## config.mk

```make
export PLATFORM = sky130hd
export DESIGN_NAME = logic_gates_using_mux
export DESIGN_NICKNAME = d
export VERILOG_FILES = /design/src/rtl/logic_gates_using_mux.sv
export SDC_FILE = /design/constraint.sdc
export NUM_CORES = 1
export LEC_CHECK = 0
export BUFFER_PORTS_ARGS = -buffer_cell sky130_fd_sc_hd__buf_2
export CORE_AREA = 2 2 39 41
export CTS_CLUSTER_DIAMETER = 120
export CTS_CLUSTER_SIZE = 25
export DETAILED_ROUTE_END_ITERATION = 8
export DIE_AREA = 0 0 41 43
export GPL_TIMING_DRIVEN = 0
export PLACE_DENSITY_LB_ADDON = 0.05
export SKIP_CTS_REPAIR_TIMING = 1
export SLEW_MARGIN = 20
export SYNTH_ARGS = -nofsm -noshare
export SYNTH_HDL_FRONTEND = slang
export SYNTH_SLANG_ARGS = --single-unit
```

## constraint.sdc

```tcl
create_clock -name clk -period 0.89 [get_ports clk]
set_input_delay 0.1335 -clock clk [delete_from_list [all_inputs] [get_ports clk]]
set_output_delay 0.1335 -clock clk [all_outputs]
set_load 0.05 [all_outputs]
```

## src/rtl/logic_gates_using_mux.sv

```systemverilog
// Bitwise logic unit whose entire gate network is built from 2:1 mux cells.
// Each bit has its own mux slice; all seven results are registered.

module mux2_cell (
   input  logic sel,
   input  logic i0,
   input  logic i1,
   output logic y
);
   assign y = sel ? i1 : i0;
endmodule

module logic_gates_using_mux #(
   parameter int WIDTH = 1
) (
   input  logic             clk,
   input  logic             rst_n,
   input  logic [WIDTH-1:0] A,
   input  logic [WIDTH-1:0] B,
   output logic [WIDTH-1:0] AND_Y,
   output logic [WIDTH-1:0] OR_Y,
   output logic [WIDTH-1:0] XOR_Y,
   output logic [WIDTH-1:0] NAND_Y,
   output logic [WIDTH-1:0] NOR_Y,
   output logic [WIDTH-1:0] XNOR_Y,
   output logic [WIDTH-1:0] NOT_A
);

   logic [WIDTH-1:0] not_b;
   logic [WIDTH-1:0] and_d;
   logic [WIDTH-1:0] or_d;
   logic [WIDTH-1:0] xor_d;
   logic [WIDTH-1:0] nand_d;
   logic [WIDTH-1:0] nor_d;
   logic [WIDTH-1:0] xnor_d;
   logic [WIDTH-1:0] nota_d;

   // A[i] selects for every two-input gate; ~B[i] comes from its own mux on B[i].
   for (genvar i = 0; i < WIDTH; i++) begin : g_bit
      mux2_cell u_notb (.sel(B[i]), .i0(1'b1),     .i1(1'b0),     .y(not_b[i]));
      mux2_cell u_and  (.sel(A[i]), .i0(1'b0),     .i1(B[i]),     .y(and_d[i]));
      mux2_cell u_or   (.sel(A[i]), .i0(B[i]),     .i1(1'b1),     .y(or_d[i]));
      mux2_cell u_xor  (.sel(A[i]), .i0(B[i]),     .i1(not_b[i]), .y(xor_d[i]));
      mux2_cell u_nand (.sel(A[i]), .i0(1'b1),     .i1(not_b[i]), .y(nand_d[i]));
      mux2_cell u_nor  (.sel(A[i]), .i0(not_b[i]), .i1(1'b0),     .y(nor_d[i]));
      mux2_cell u_xnor (.sel(A[i]), .i0(not_b[i]), .i1(B[i]),     .y(xnor_d[i]));
      mux2_cell u_nota (.sel(A[i]), .i0(1'b1),     .i1(1'b0),     .y(nota_d[i]));
   end

   // Reset clears every output, including the ones whose logical value at A=B=0 is 1.
   always_ff @(posedge clk or negedge rst_n) begin
      if (!rst_n) begin
         AND_Y  <= '0;
         OR_Y   <= '0;
         XOR_Y  <= '0;
         NAND_Y <= '0;
         NOR_Y  <= '0;
         XNOR_Y <= '0;
         NOT_A  <= '0;
      end else begin
         AND_Y  <= and_d;
         OR_Y   <= or_d;
         XOR_Y  <= xor_d;
         NAND_Y <= nand_d;
         NOR_Y  <= nor_d;
         XNOR_Y <= xnor_d;
         NOT_A  <= nota_d;
      end
   end

endmodule

```

Word-level counts from Yosys, hierarchy flattened --
Cells that the tools add are included.
Cells by class: add/subtract/negate cells 0, $mul 0, div/mod/pow operators 0, $lt $le $gt $ge 0, equal/unequal tests 0, shift operators 0, multiplexer cells 8, bitwise operators 0, reductions and logical operators 0
Operators with widths (number):
- two-way mux 1 bit | 8
Storage, ports and cells: register bits 7, bits in latches 0, bits in writable memories 0, memory bits (read-only) 0, bits of input ports 4, output and inout bits 7, logic and storage cells 15, memories kept 0

Longest topological paths before layout --
depth after elaboration 2, depth in mapped cells 3, depth with buffers taken out 3

Hierarchy --
From an unflattened synthesis, not the netlist that was laid out.
Second synthesis, totals: cell total of the unflattened synthesis 17, area total of the unflattened synthesis 302.8 um^2
Modules (own cells, without submodules):
- logic_gates_using_mux | instances 1, cells each 9, area an instance 182.7 um^2, sequential area each 175.2 um^2
- mux2_cell | instances 8, cells each 1, area an instance 15.0 um^2, sequential area each 0.0 um^2

Least setup slack after synthesis --
No wires, ideal clock.
kind register -> output, start point register AND_Y, end point output port AND_Y, arrival 0.586 ns, data required time 0.757 ns, setup slack 0.171 ns, cell stages (with the launch flop) 1, path buffers 0, path through dfrtp_1
RTL lines:
- from (decl) | line 20 | output logic [WIDTH-1:0] AND_Y,
- from (signal assigned) | line 61 | AND_Y <= and_d;
No word-level cell between the ends.

Worst setup path after layout --
start point register NOT_A, end point output port NOT_A
RTL lines:
- from (decl) | line 26 | output logic [WIDTH-1:0] NOT_A
- from (signal assigned) | line 67 | NOT_A <= nota_d;
No word-level cell between the ends.

==> impl_metrics.env <==
export IMPL_cp_required_ns=0.76
export IMPL_clk_pin_slew_ns=0.06
export IMPL_core_um2=1384
export IMPL_ys_warn_count=0
export IMPL_p_total_mw=0.7864
export IMPL_grt_max_degree=8
export IMPL_synth_area_leaders="dfrtp_1 72%, ha_1 21%, inv_1 7.7%"
export IMPL_vias=154
export IMPL_yosysTopAreaCell="dfrtp_1"
export IMPL_placed_cell_area_um2=314.1
export IMPL_finish_utilization_pct=28.57
export IMPL_arrival_ns=0.78
export IMPL_rsz0062_at_grt="true"
export IMPL_io_buffers=10
export IMPL_tightest_slew_ns=0.1638
export IMPL_track_usage_pct=5.966
export IMPL_netlist_area_um2=244.0
export IMPL_synth_fp_nets=24
export IMPL_clockBufferDepth=2
export IMPL_p_seq_share_pct=44.3
export IMPL_grt_pass1_vias=142
export IMPL_gp_congestion=0.6318
export IMPL_rows=14
export IMPL_violations="setup timing"
export IMPL_fin_ws_ns=-0.01924
export IMPL_grt_first_pass_wirelength_um=565
export IMPL_cts_max_level=1
export IMPL_swShare_pct=29.13
export IMPL_final_layout_size_suffix_gt1_share_pct=45.16
export IMPL_p_sw_mw=0.2291
export IMPL_fmax_mhz=1100
export IMPL_comb_power_share_pct=20.1
export IMPL_grt_overflow=0
export IMPL_synth_seq_cells=7
export IMPL_status="finished with violations"
export IMPL_fin_crit_sh_pct=102.2
export IMPL_cts_sinks=7
export IMPL_setup_viol=7
export IMPL_synth_compound_area_share_pct=0
export IMPL_die_h_um=43
export IMPL_synth_xor_area_share_pct=0
export IMPL_syn_avg_cell_area_um2=15.25
export IMPL_crit_path_max_incr_delay_ns=0.37
export IMPL_synthSimpleGateAreaFrac_pct=0
export IMPL_synth_cell_types=3
export IMPL_path_cells="buf_6"
export IMPL_synth_top_family_by_area="adder cells"
export IMPL_antenna_found_initial=0
export IMPL_layout_common_cells="7 x dfrtp_1, 7 x buf_6, 5 x inv_1, 4 x ha_1"
export IMPL_yosysSeqAreaShare_pct=71.79
export IMPL_syn_inst=16
export IMPL_synth_mux_area_share_pct=0
export IMPL_dieArea_um2=1763
export IMPL_p_leak_nw=0.2101
export IMPL_crit_family="flip-flops"
export IMPL_ant_nets=0
export IMPL_crit_type="reg2out"
export IMPL_place_hpwl_um=319.1
export IMPL_slowest_stage="dfrtp_1"
export IMPL_fin_crit_ns=0.9092
export IMPL_synth_top_cell_area_share_pct=71.79
export IMPL_io_pins=11
export IMPL_avgRoutedWirePerCell_um=8.149
export IMPL_nets=40
export IMPL_maxCapViolations=0
export IMPL_path_buf_inv=1
export IMPL_cts_tree="done"
export IMPL_startpoint_type="flip-flop"
export IMPL_numCtsBuffers=3
export IMPL_diodes=0
export IMPL_cts_root_buf="clkbuf_4"
export IMPL_drt_wl_total_um=383
export IMPL_area_delta_synth_final_pct=62.05
export IMPL_final_cell_area_um2=395.4
export IMPL_viasPerCell=3.277
export IMPL_slew_viol_final=0
export IMPL_drt_iter0_markers=0
export IMPL_hold_viol=0
export IMPL_intPower_mw=0.5573
export IMPL_synthAdderAreaFrac_pct=20.51
export IMPL_setup_worst_path_end_class="primary output"
export IMPL_route_detailed_drc=0
export IMPL_worstPathMaxFanout=1
export IMPL_maxSlewHeadroom_pct=89.08
export IMPL_chipWidth_um=41
export IMPL_hp_class="in2reg"
export IMPL_first_pass_iters=1
export IMPL_ir_drop_mv=0.5983
export IMPL_p_per_area_nw_per_um2=1989
export IMPL_initial_core_util_pct=17.63
export IMPL_clkPwrFrac_pct=35.7
[area by class of cell]
class | count | area (µm²)
Timing Repair Buffer | 11 | 103.9
Clock inverter | 1 | 5.005
Clock buffer | 3 | 22.52
Inverter | 5 | 18.77
Multi-Input combinational cell | 4 | 50.05
Tap cell | 16 | 20.02
Sequential cell | 7 | 175.2
Fill cell | 149 | 988.4
[synth_stat cells, drive strengths merged]
cell,count
ha,4
dfrtp,7
inv,5
[metal layers]
layer / share of wire (%) / vias to the layer above / global-route usage, %
li1: - / 75 / -
met1: 38 / 68 / 5.592
met2: 48 / 9 / 6.563
met3: 9.4 / 2 / 1.571
met4: 3.7 / 0 / 12.00
met5: 0 / - / 0
[state kept, by name, indices dropped and copies added (netlist names)]
register / count
NOT_A: 1
OR_Y: 1
XOR_Y: 1
NOR_Y: 1
XNOR_Y: 1
AND_Y: 1
NAND_Y: 1
[per-stage QoR]
| stage | hold WS (ns) | std cells | setup TNS (ns) | worst slack (ns) |
|---|---|---|---|---|
| global placement | -0.02976 | 42 | 0 | 0.1270 |
| global route | 0.1035 | 47 | -0.3292 | -0.06580 |
| detailed placement | -0.02416 | 42 | 0 | 0.1266 |
| finish | 0.09965 | 47 | -0.07376 | -0.01924 |
| CTS | -0.3024 | 46 | -0.5029 | -0.08428 |
| floorplan | -0.1621 | 16 | 0 | 0.1706 |
[final timing paths]
kind                       cells past startpoint     end  startpoint  slack [ns]
worst max-delay path                           1   NOT_A       NOT_A       -0.02
min in group asynchronous                      2  XNOR_Y       rst_n        0.24
max in group asynchronous                      2  NAND_Y       rst_n        0.49
worst min-delay path                           2   NOT_A           A         0.1
[logic make-up after synthesis]
group                      after synthesis
buffers and inverters                    5
adders and majority gates                4
DFF                                      7
[power by group through the flow]
stage / logic [mW] / registers, mW / clock network [mW]
6_report: 0.158 / 0.348 / 0.281
5_1_grt: 0.168 / 0.350 / 0.319
4_1_cts: 0.131 / 0.343 / 0.299
3_5_place_dp: 0.131 / 0.348 / 0
3_3_place_gp: 0.130 / 0.348 / 0
2_1_floorplan: 0.0126 / 0.426 / 0
Power figures use the tool's default switching activity.
